--- config.mk ---
export PLATFORM = sky130hd
export DESIGN_NAME = cache_port_arbiter
export DESIGN_NICKNAME = d
export VERILOG_FILES = /design/src/rtl/cache_pkg.sv /design/src/rtl/cache_port_arbiter_rr_pick2.sv /design/src/rtl/cache_port_arbiter.sv
export SDC_FILE = /design/constraint.sdc
export NUM_CORES = 1
export LEC_CHECK = 0
export BUFFER_PORTS_ARGS = -buffer_cell sky130_fd_sc_hd__clkbuf_2
export CAP_MARGIN = 5
export CORE_MARGIN = 10
export CORE_UTILIZATION = 48
export DETAILED_ROUTE_END_ITERATION = 6
export GPL_TIMING_DRIVEN = 0
export PLACE_DENSITY = 0.78
export SLEW_MARGIN = 20
export SYNTH_ARGS = -nofsm -noshare
export SYNTH_HDL_FRONTEND = slang
export SYNTH_SLANG_ARGS = --single-unit
--- constraint.sdc ---
create_clock -name clk -period 2.4 [get_ports clk]
set_input_delay 0.24 -clock clk [delete_from_list [all_inputs] [get_ports clk]]
set_output_delay 0.24 -clock clk [all_outputs]
set_load 0.02 [all_outputs]
--- src/rtl/cache_pkg.sv ---
// rtl/cache_pkg.sv - shared types and constants for the cache and its port arbiter
package cache_pkg;

  localparam int ADDR_W_DEF = 32;
  localparam int DATA_W_DEF = 32;

  typedef enum logic [1:0] {
    IDLE  = 2'd0,
    ISSUE = 2'd1,
    WAIT  = 2'd2,
    RESP  = 2'd3
  } arb_state_t;

  localparam logic REQ_IF = 1'b0;
  localparam logic REQ_LS = 1'b1;

  function automatic logic [1:0] id_onehot(input logic id);
    return (id == REQ_LS) ? 2'b10 : 2'b01;
  endfunction

endpackage

--- src/rtl/cache_port_arbiter_rr_pick2.sv ---
// rtl/cache_port_arbiter_rr_pick2.sv - two-way round-robin pick, purely combinational
module rr_pick2 (
  input  logic [1:0] req,
  input  logic       last,
  output logic [1:0] pick,
  output logic       any
);

  always_comb begin
    pick = req;
    any  = |req;
    // On a tie the requester that did not win last time goes first.
    if (req == 2'b11) pick = last ? 2'b01 : 2'b10;
  end

endmodule

--- src/rtl/cache_port_arbiter.sv ---
// rtl/cache_port_arbiter.sv - round-robin sequencer sharing the cache port between fetch and load/store
module cache_port_arbiter
  import cache_pkg::*;
#(
  parameter int ADDR_W = ADDR_W_DEF,
  parameter int DATA_W = DATA_W_DEF,
  parameter int CNT_W  = 16
) (
  input  logic              clk,
  input  logic              rst,
  input  logic [1:0]        req_i,
  input  logic [1:0]        we_i,
  input  logic [ADDR_W-1:0] addr0_i,
  input  logic [ADDR_W-1:0] addr1_i,
  input  logic [DATA_W-1:0] wdata0_i,
  input  logic [DATA_W-1:0] wdata1_i,
  output logic [1:0]        gnt_o,
  output logic [1:0]        done_o,
  output logic [DATA_W-1:0] rdata_o,
  output logic              hit_o,
  output logic [ADDR_W-1:0] cache_addr_o,
  output logic [DATA_W-1:0] cache_wdata_o,
  output logic              cache_rd_o,
  output logic              cache_wr_o,
  input  logic [DATA_W-1:0] cache_rdata_i,
  input  logic              cache_hit_i,
  output logic [CNT_W-1:0]  hit_cnt0_o,
  output logic [CNT_W-1:0]  miss_cnt0_o,
  output logic [CNT_W-1:0]  hit_cnt1_o,
  output logic [CNT_W-1:0]  miss_cnt1_o
);

  arb_state_t state;
  logic       id_q;
  logic       last_q;
  logic [1:0] pick;
  logic       any_req;
  logic       pick_id;
  logic       pick_we;

  rr_pick2 u_pick (
    .req  (req_i),
    .last (last_q),
    .pick (pick),
    .any  (any_req)
  );

  assign pick_id = (pick == 2'b10);
  assign pick_we = pick_id ? we_i[1] : we_i[0];

  function automatic logic [CNT_W-1:0] sat_inc(input logic [CNT_W-1:0] v);
    return (v == '1) ? v : v + CNT_W'(1);
  endfunction

  always_ff @(posedge clk) begin
    if (rst) begin
      state         <= IDLE;
      id_q          <= 1'b0;
      last_q        <= 1'b1;
      gnt_o         <= 2'b00;
      done_o        <= 2'b00;
      rdata_o       <= '0;
      hit_o         <= 1'b0;
      cache_addr_o  <= '0;
      cache_wdata_o <= '0;
      cache_rd_o    <= 1'b0;
      cache_wr_o    <= 1'b0;
      hit_cnt0_o    <= '0;
      miss_cnt0_o   <= '0;
      hit_cnt1_o    <= '0;
      miss_cnt1_o   <= '0;
    end else begin
      gnt_o      <= 2'b00;
      done_o     <= 2'b00;
      cache_rd_o <= 1'b0;
      cache_wr_o <= 1'b0;
      case (state)
        IDLE: begin
          if (any_req) begin
            // Fields are latched here so the requester may move on after its grant.
            id_q          <= pick_id;
            last_q        <= pick_id;
            cache_addr_o  <= pick_id ? addr1_i : addr0_i;
            cache_wdata_o <= pick_id ? wdata1_i : wdata0_i;
            cache_rd_o    <= ~pick_we;
            cache_wr_o    <= pick_we;
            gnt_o         <= pick;
            state         <= ISSUE;
          end
        end
        ISSUE: state <= WAIT;
        WAIT: begin
          rdata_o <= cache_rdata_i;
          hit_o   <= cache_hit_i;
          done_o  <= id_onehot(id_q);
          if (cache_hit_i) begin
            if (id_q == REQ_LS) hit_cnt1_o <= sat_inc(hit_cnt1_o);
            else                hit_cnt0_o <= sat_inc(hit_cnt0_o);
          end else begin
            if (id_q == REQ_LS) miss_cnt1_o <= sat_inc(miss_cnt1_o);
            else                miss_cnt0_o <= sat_inc(miss_cnt0_o);
          end
          state <= RESP;
        end
        RESP: state <= IDLE;
        default: state <= IDLE;
      endcase
    end
  end

endmodule

==> flow_metrics.tcl, run 1 <==
set metrics [dict create \
    synth_cell_types 51 \
    dpl_cell_area_um2 9589 \
    powerDensity_nw_per_um2 949.0 \
    whs_path_depth 3 \
    end_kind "flop" \
    layout_commonest_cell "clkbuf_2" \
    grt-ovfl-total 0 \
    syn_avg_cell_area_um2 9.204 \
    num_rows 46 \
    fin_crit_ns 2.246 \
    via_per_inst 5.503 \
    num_io_pins 334 \
    synth-seq-cells 171 \
    drive_gt1_share_pct 33.89 \
    pre_cts_ws_ns 0.1916 \
    antenna_left 0 \
    synth_top_cell_area_share_pct 44.71 \
    grt_pass1_wl_um 41440 \
    yosysWarningCount 0 \
    place_congestion 0.8609 \
    slowest_stage "mux2_2" \
    clkPwrFrac_pct 28.9 \
    core_um2 15770 \
    hpwl_um 20880 \
    rr_startpoint "state[0]$_SDFFE_PP0P_" \
    insertion_delay_ns 0.43 \
    worstSetupPathType "reg -> reg" \
    intPower_mw 6.136 \
    status "finished, final reports clean" \
    fmax_ghz 0.4453 \
    wire_per_inst_um 18.45 \
    num_vias 7765 \
    worstMarginPinSlew_ns 0.8554 \
    synth_largest_area_cell "dfxtp_1" \
    dieArea_um2 21410 \
    port_buffers 332 \
    grt_max_degree 17 \
    reg2reg_slack_ns 0.15 \
    cts_hold_buf 0 \
    stdcell_area_um2 10190 \
    maxCapViolations 0 \
    antenna_found_initial 0 \
    area_growth_pct 33.12 \
    cp-start-kind "flop" \
    skew_ns 0.01045 \
    drv_slew 0 \
    syn_nets 1005 \
    path_cells "inv_1 -> ha_1 -> buf_2 -> nand3_2 -> buf_6 -> or3_1 -> clkbuf_2 -> nor4_1 -> mux2_2" \
    instances_no_fill 1411 \
    syn_inst 832 \
    worstPathBufferInverterCount 4 \
    cts_tree "yes" \
    finalWorstSetupSlack_ns 0.1542 \
    async_flop_share_pct 0 \
    synth.area.top_cells "dfxtp_1, mux2i_1, a211oi_1, nor2_1, a21oi_1" \
    nNetsFinal 1356 \
    ys_seq_area_share_pct 44.71 \
    ff2ff_path_depth 9 \
    seq_power_share_pct 38.0 \
    peakVddDrop_v 0.0005562 \
    comb_power_share_pct 33.1 \
    clkSinkCount 171 \
    max_stage_delay_ns 0.37 \
    rsz0062_at_grt "false" \
    leakagePower_nw 4.332 \
    first_iter_violations 421 \
    p_switching_mw 3.537 \
    tns_ns 0 \
    cp.required_ns 2.72 \
    synth_area_um2 7657 \
    final_cell_mix "clkbuf_2, dfxtp_1, nor2_1" \
    cts_buffer_depth 2 \
    drtPass1Iterations 5 \
    hold_start "cache_rdata_i[17]" \
    relSlewSlack_pct 42.45 \
    drcViolationCount 0 \
    cts_root_buffer "clkbuf_16" \
    finalCritPeriodShare_pct 93.57 \
    setup_violations 0 \
    clk_pin_slew_ns 0.07 \
    timing.final.hold_violations 0 \
    dp.cells 1380 \
    crit_family "simple AND/OR/NAND/NOR gates" \
    grt_pass1_vias 7859 \
    cts_inserted_buffers 17 \
    critPathMaxFanout 10 \
    diodes 0 \
    h-tree-depth 4 \
    start_util_pct 48.56 \
    synth_edf_count 0 \
    die_x_um 146.3 \
    wl_um 26030 \
    ys.flop_type "dfxtp_1" \
    finalPower_mw 9.674 \
    grt_usage_pct 23.67 \
    cp.arrival_ns 2.56 \
    hold_end "rdata_o[17]$_SDFFE_PP0N_" \
    p_sw_share_pct 36.57 \
    reg2reg_to "hit_cnt1_o[15]$_SDFFE_PP0P_" \
    hold_class "in -> reg" \
    die_y_um 146.3 \
]
[power by group through the flow]
stage / combinational (mW) / sequential, mW / clock, mW
final: 3.20 / 3.68 / 2.80
after global placement: 3.20 / 3.71 / 0
after global routing: 3.54 / 3.74 / 2.93
after floorplan: 1.44 / 4.32 / 0
after CTS: 3.24 / 3.68 / 2.81
after detailed placement: 3.24 / 3.72 / 0
[worst register-to-register path: cells and delay by family, from the launching register on]
kind                     cells  cell delay, ns
AND/OR/NAND/NOR              3            0.71
buffers and inverters        4            0.61
adder cells (fa/ha/maj)      1            0.14
flip-flops                   1            0.30
multiplexers                 1            0.37
[per-layer routing]
layer	up-vias	track usage [%]	wire, um
met1	3627	25.94	10140
met2	289	41.33	13050
met4	0	8.809	834
met3	51	8.189	2008
met5	-	0	0
li1	3798	-	-
[cells by family (layout without fill, tap and decap cells)]
family / count (synthesis) / after routing / synth area share [%]
AOI/OAI and AO/OA: 178 / 178 / 15.41
adders and majority gates: 6 / 6 / 0.9804
buffers and inverters: 72 / 435 / 4.036
DFF: 171 / 171 / 44.71
muxes: 110 / 110 / 14.56
and+or+nand+nor: 295 / 295 / 20.31
[cells in the mapped netlist, types with 18 or more instances]
cell / n
o21ai_0: 20
clkbuf_1: 34
a21oi_1: 49
nand2_1: 22
mux2i_1: 99
nor2_1: 117
dfxtp_1: 171
nand4_1: 18
o31ai_1: 28
nand3_1: 26
a211oi_1: 64
or4_1: 26
[what timing repair did]
action / 4_1_cts / 5_1_grt
setup buffers: 0 / 0
setup endpoints to repair: 0 / 2
gates resized for setup: 0 / 2
hold endpoints to repair: 0 / 0
[flip-flops by register name (all words and copies together), names as in the netlist]
name / count
rdata_o: 32
last_q: 1
state: 2
gnt_o: 2
cache_addr_o: 32
hit_o: 1
hit_cnt0_o: 16
done_o: 2
cache_wr_o: 1
cache_rd_o: 1
miss_cnt1_o: 16
miss_cnt0_o: 16
hit_cnt1_o: 16
id_q: 1
cache_wdata_o: 32
[final cells by class]
cell class / count / area (um^2)
plain buffers: 59 / 260.3
multi-input cells: 589 / 3938
fillers: 1387 / 5577
flip-flops and latches: 171 / 3423
inverters: 13 / 48.80
clock inverters: 12 / 148.9
repair buffers: 332 / 1662
well taps: 216 / 270.3
clock buffers: 19 / 442.9
[how the worst max path moves through the flow]
stage / from / endpoint / slack [ns] / cells past startpoint
finish: state[0]$_SDFFE_PP0P_ / hit_cnt1_o[15]$_SDFFE_PP0P_ / 0.15 / 9
global route: state[1]$_SDFFE_PP0P_ / hit_cnt1_o[14]$_SDFFE_PP0P_ / 0.01 / 7
CTS: state[0]$_SDFFE_PP0P_ / rdata_o[18]$_SDFFE_PP0N_ / 0.17 / 7
detailed placement: state[0]$_SDFFE_PP0P_ / hit_cnt1_o[15]$_SDFFE_PP0P_ / 0.19 / 9
global placement: state[0]$_SDFFE_PP0P_ / hit_cnt1_o[15]$_SDFFE_PP0P_ / 0.20 / 9
floorplan: hit_cnt0_o[9]$_SDFFE_PP0P_ / hit_cnt0_o[15]$_SDFFE_PP0P_ / 0.39 / 4
[stage by stage]
| stage | hold WS, ns | utilization [%] |
|---|---|---|
| final | 0.03866 | 64.64 |
| after global routing | 0.05044 | 64.64 |
| after CTS | 0.03398 | 64.56 |
| after detailed placement | 0.4806 | 60.81 |
| after global placement | 0.4718 | 60.81 |
| after floorplan | 0.3796 | - |
Power figures use the tool's default switching activity.
==> run 2: changes to the inputs <==
--- a/config.mk
+++ b/config.mk
@@ -5,10 +5,11 @@
 export SDC_FILE = /design/constraint.sdc
 export NUM_CORES = 1
 export LEC_CHECK = 0
+export ABC_AREA = 1
 export BUFFER_PORTS_ARGS = -buffer_cell sky130_fd_sc_hd__clkbuf_2
 export CAP_MARGIN = 5
 export CORE_MARGIN = 10
-export CORE_UTILIZATION = 48
+export CORE_UTILIZATION = 49
 export DETAILED_ROUTE_END_ITERATION = 6
 export GPL_TIMING_DRIVEN = 0
 export PLACE_DENSITY = 0.78
==> run 2 against run 1 <==
  * Wire length grew 8.4%
  * Highest routed layer unchanged
  * Flip-flop and latch count is the same
  * Synthesized cell count up 44%
  * Global-route usage up 1.2 points
  * Critical path type unchanged
==> flow_metrics.tcl, run 2 <==
set metrics [dict create \
    max_stage_delay_ns 0.31 \
    dp.cells 1753 \
    synthTopCellsByCount "nand2_1, nor2_1, dfxtp_1" \
    crit_family "buffers and inverters" \
    h-tree-depth 4 \
    cts_hold_buf 0 \
    ys.flop_type "dfxtp_1" \
    finalPower_mw 10.02 \
    slowest_stage "dfxtp_1" \
    ys_seq_area_share_pct 42.16 \
    clkSinkCount 171 \
    fin_crit_ns 1.729 \
    drcViolationCount 0 \
    rsz0062_at_grt "false" \
    rr_startpoint "state[0]$_SDFFE_PP0P_" \
    core_um2 16410 \
    leakagePower_nw 5.282 \
    status "finished, final reports clean" \
    critPathMaxFanout 10 \
    instances_no_fill 1790 \
    ff2ff_path_depth 8 \
    hold_start "cache_rdata_i[6]" \
    hold_class "in -> reg" \
    drv_slew 0 \
    tns_ns 0 \
    synth_edf_count 0 \
    hold_end "rdata_o[6]$_SDFFE_PP0N_" \
    end_kind "flop" \
    yosysWarningCount 0 \
    nNetsFinal 1725 \
    synth-seq-cells 171 \
    layout_commonest_cell "clkbuf_2" \
    synth_top_cell_area_share_pct 42.16 \
    peakVddDrop_v 0.0005379 \
    worstSetupPathType "reg -> reg" \
    start_util_pct 49.49 \
    antenna_found_initial 4 \
    die_y_um 148.7 \
    grt_pass1_wl_um 44570 \
    dieArea_um2 22120 \
    grt-ovfl-total 0 \
    die_x_um 148.7 \
    relSlewSlack_pct 66.06 \
    num_io_pins 334 \
    synth.area.top_cells "dfxtp_1, nand2_1, nor2_1, o21ai_0, nand3_1" \
    port_buffers 331 \
    grt_max_degree 17 \
    ctsResizeCount 0 \
    drtPass1Iterations 5 \
    first_iter_violations 540 \
    antenna_left 0 \
    path_cells "inv_1 -> ha_1 -> inv_2 -> a21oi_2 -> buf_4 -> buf_2 -> buf_4 -> a31oi_1" \
    via_per_inst 5.002 \
    maxCapViolations 0 \
    cts_setup_buffers 0 \
    reg2reg_to "cache_addr_o[12]$_SDFFE_PP0P_" \
    cts_root_buffer "clkbuf_16" \
    cp.arrival_ns 2.05 \
    synth_largest_area_cell "dfxtp_1" \
    final_cell_mix "clkbuf_2, nand2_1, nor2_1" \
    whs_path_depth 3 \
    wire_per_inst_um 15.76 \
    num_vias 8953 \
    place_congestion 0.9108 \
    hpwl_um 22230 \
    wl_um 28210 \
    grt_pass1_vias 8736 \
    cts_inserted_buffers 17 \
    cp-start-kind "flop" \
    worstPathBufferInverterCount 5 \
    insertion_delay_ns 0.43 \
    synth_area_um2 8120 \
    reg2reg_slack_ns 0.67 \
    drive_gt1_share_pct 27.67 \
    clk_pin_slew_ns 0.07 \
    skew_ns 0.008277 \
    cp.required_ns 2.72 \
    syn_inst 1202 \
    synth_cell_types 32 \
    reg.largest.list "cache_addr_o: 32 flops, cache_wdata_o: 32 flops, rdata_o: 32 flops" \
    worstMarginPinSlew_ns 0.5091 \
    yosysMostFrequentCell "nand2_1" \
    setup_violations 0 \
    cts_tree "yes" \
    path_common_cell "buf_4" \
    area_growth_pct 31.60 \
    syn_avg_cell_area_um2 6.756 \
    syn_nets 1375 \
    fmax_ghz 0.5783 \
    async_flop_share_pct 0 \
    powerDensity_nw_per_um2 937.5 \
    num_rows 47 \
    cts_buffer_depth 2 \
    grt_usage_pct 24.91 \
    timing.final.hold_violations 0 \
    finalCritPeriodShare_pct 72.05 \
]
## run 2: cell count changes after synthesis, sizes merged, moves of 26 or more
cell    previous run  this run
a211oi            64         0
nor2             117       230
nand3             27        88
o21bai             1        35
a31oi              1        29
nand2             22       293
o21ai             20        98
inv               13       108
or4               26         0
mux2i             99         0
o31ai             28         0
## run 2: worst min-delay path: stages
cell      delay [ns]
clkbuf_2        0.07
nor2_1          0.03
nor2_1          0.08
## run 2: cells by family after synthesis
group | Yosys count | synth area share, %
and+or+nand+nor | 617 | 31.49
AOI/OAI and AO/OA | 232 | 15.92
buffers and inverters | 174 | 9.291
DFF | 171 | 42.16
adders and majority gates | 6 | 0.9245
xor gates and xnor gates | 2 | 0.2158
## run 2: stage by stage
stage | worst slack (ns) | hold WS [ns] | instance area [um^2] | util [%]
6_report | 0.6707 | 0.02977 | 10690 | 65.13
5_1_grt | 0.4247 | 0.02404 | 10690 | 65.13
4_1_cts | 0.6715 | 0.01157 | 10670 | 65.06
3_5_place_dp | 0.6762 | 0.4542 | 10050 | 61.27
3_3_place_gp | 0.7093 | 0.4482 | 10050 | 61.27
2_1_floorplan | 0.8620 | 0.3749 | 8120 | -
## run 2: area by class of cell
class                           count  area (um^2)
Fill cell                        1500         5720
Multi-Input combinational cell    857         3943
Sequential cell                   171         3423
Timing Repair Buffer              331         1657
Clock buffer                       22        484.2
Inverter                          114        427.9
Buffer                             60        326.6
Tap cell                          220        275.3
Clock inverter                     10        137.6
Antenna cell                        5        12.51
## run 2: worst max-delay path by stage
stage                                               end  depth (start not counted)  slack [ns]                   startpoint
after floorplan            miss_cnt1_o[10]$_SDFFE_PP0P_                          9        0.86  miss_cnt1_o[1]$_SDFFE_PP0P_
after global placement    cache_addr_o[12]$_SDFFE_PP0P_                          8        0.71        state[0]$_SDFFE_PP0P_
after detailed placement  cache_addr_o[12]$_SDFFE_PP0P_                          8        0.68        state[0]$_SDFFE_PP0P_
after CTS                 cache_addr_o[12]$_SDFFE_PP0P_                          8        0.67        state[0]$_SDFFE_PP0P_
after global routing        hit_cnt0_o[13]$_SDFFE_PP0P_                         10        0.42        state[0]$_SDFFE_PP0P_
final                     cache_addr_o[12]$_SDFFE_PP0P_                          8        0.67        state[0]$_SDFFE_PP0P_
## run 2: layer usage
metal  track usage [%]  wire [um]  up-vias
met5                 0          0        -
met4             12.17       1030        0
met3             8.040       2470       68
met2             42.78      14100      337
met1             27.21      10610     3998
li1                  -          -     4550
## run 2: power breakdown
part / total, mW / internal [mW] / switching (mW) / leakage (nW)
Clock: 2.90 / 1.75 / 1.15 / 0.303
Sequential: 3.73 / 3.41 / 0.314 / 1.40
Combinational: 3.39 / 1.13 / 2.25 / 3.58
Total: 10.0 / 6.30 / 3.72 / 5.28
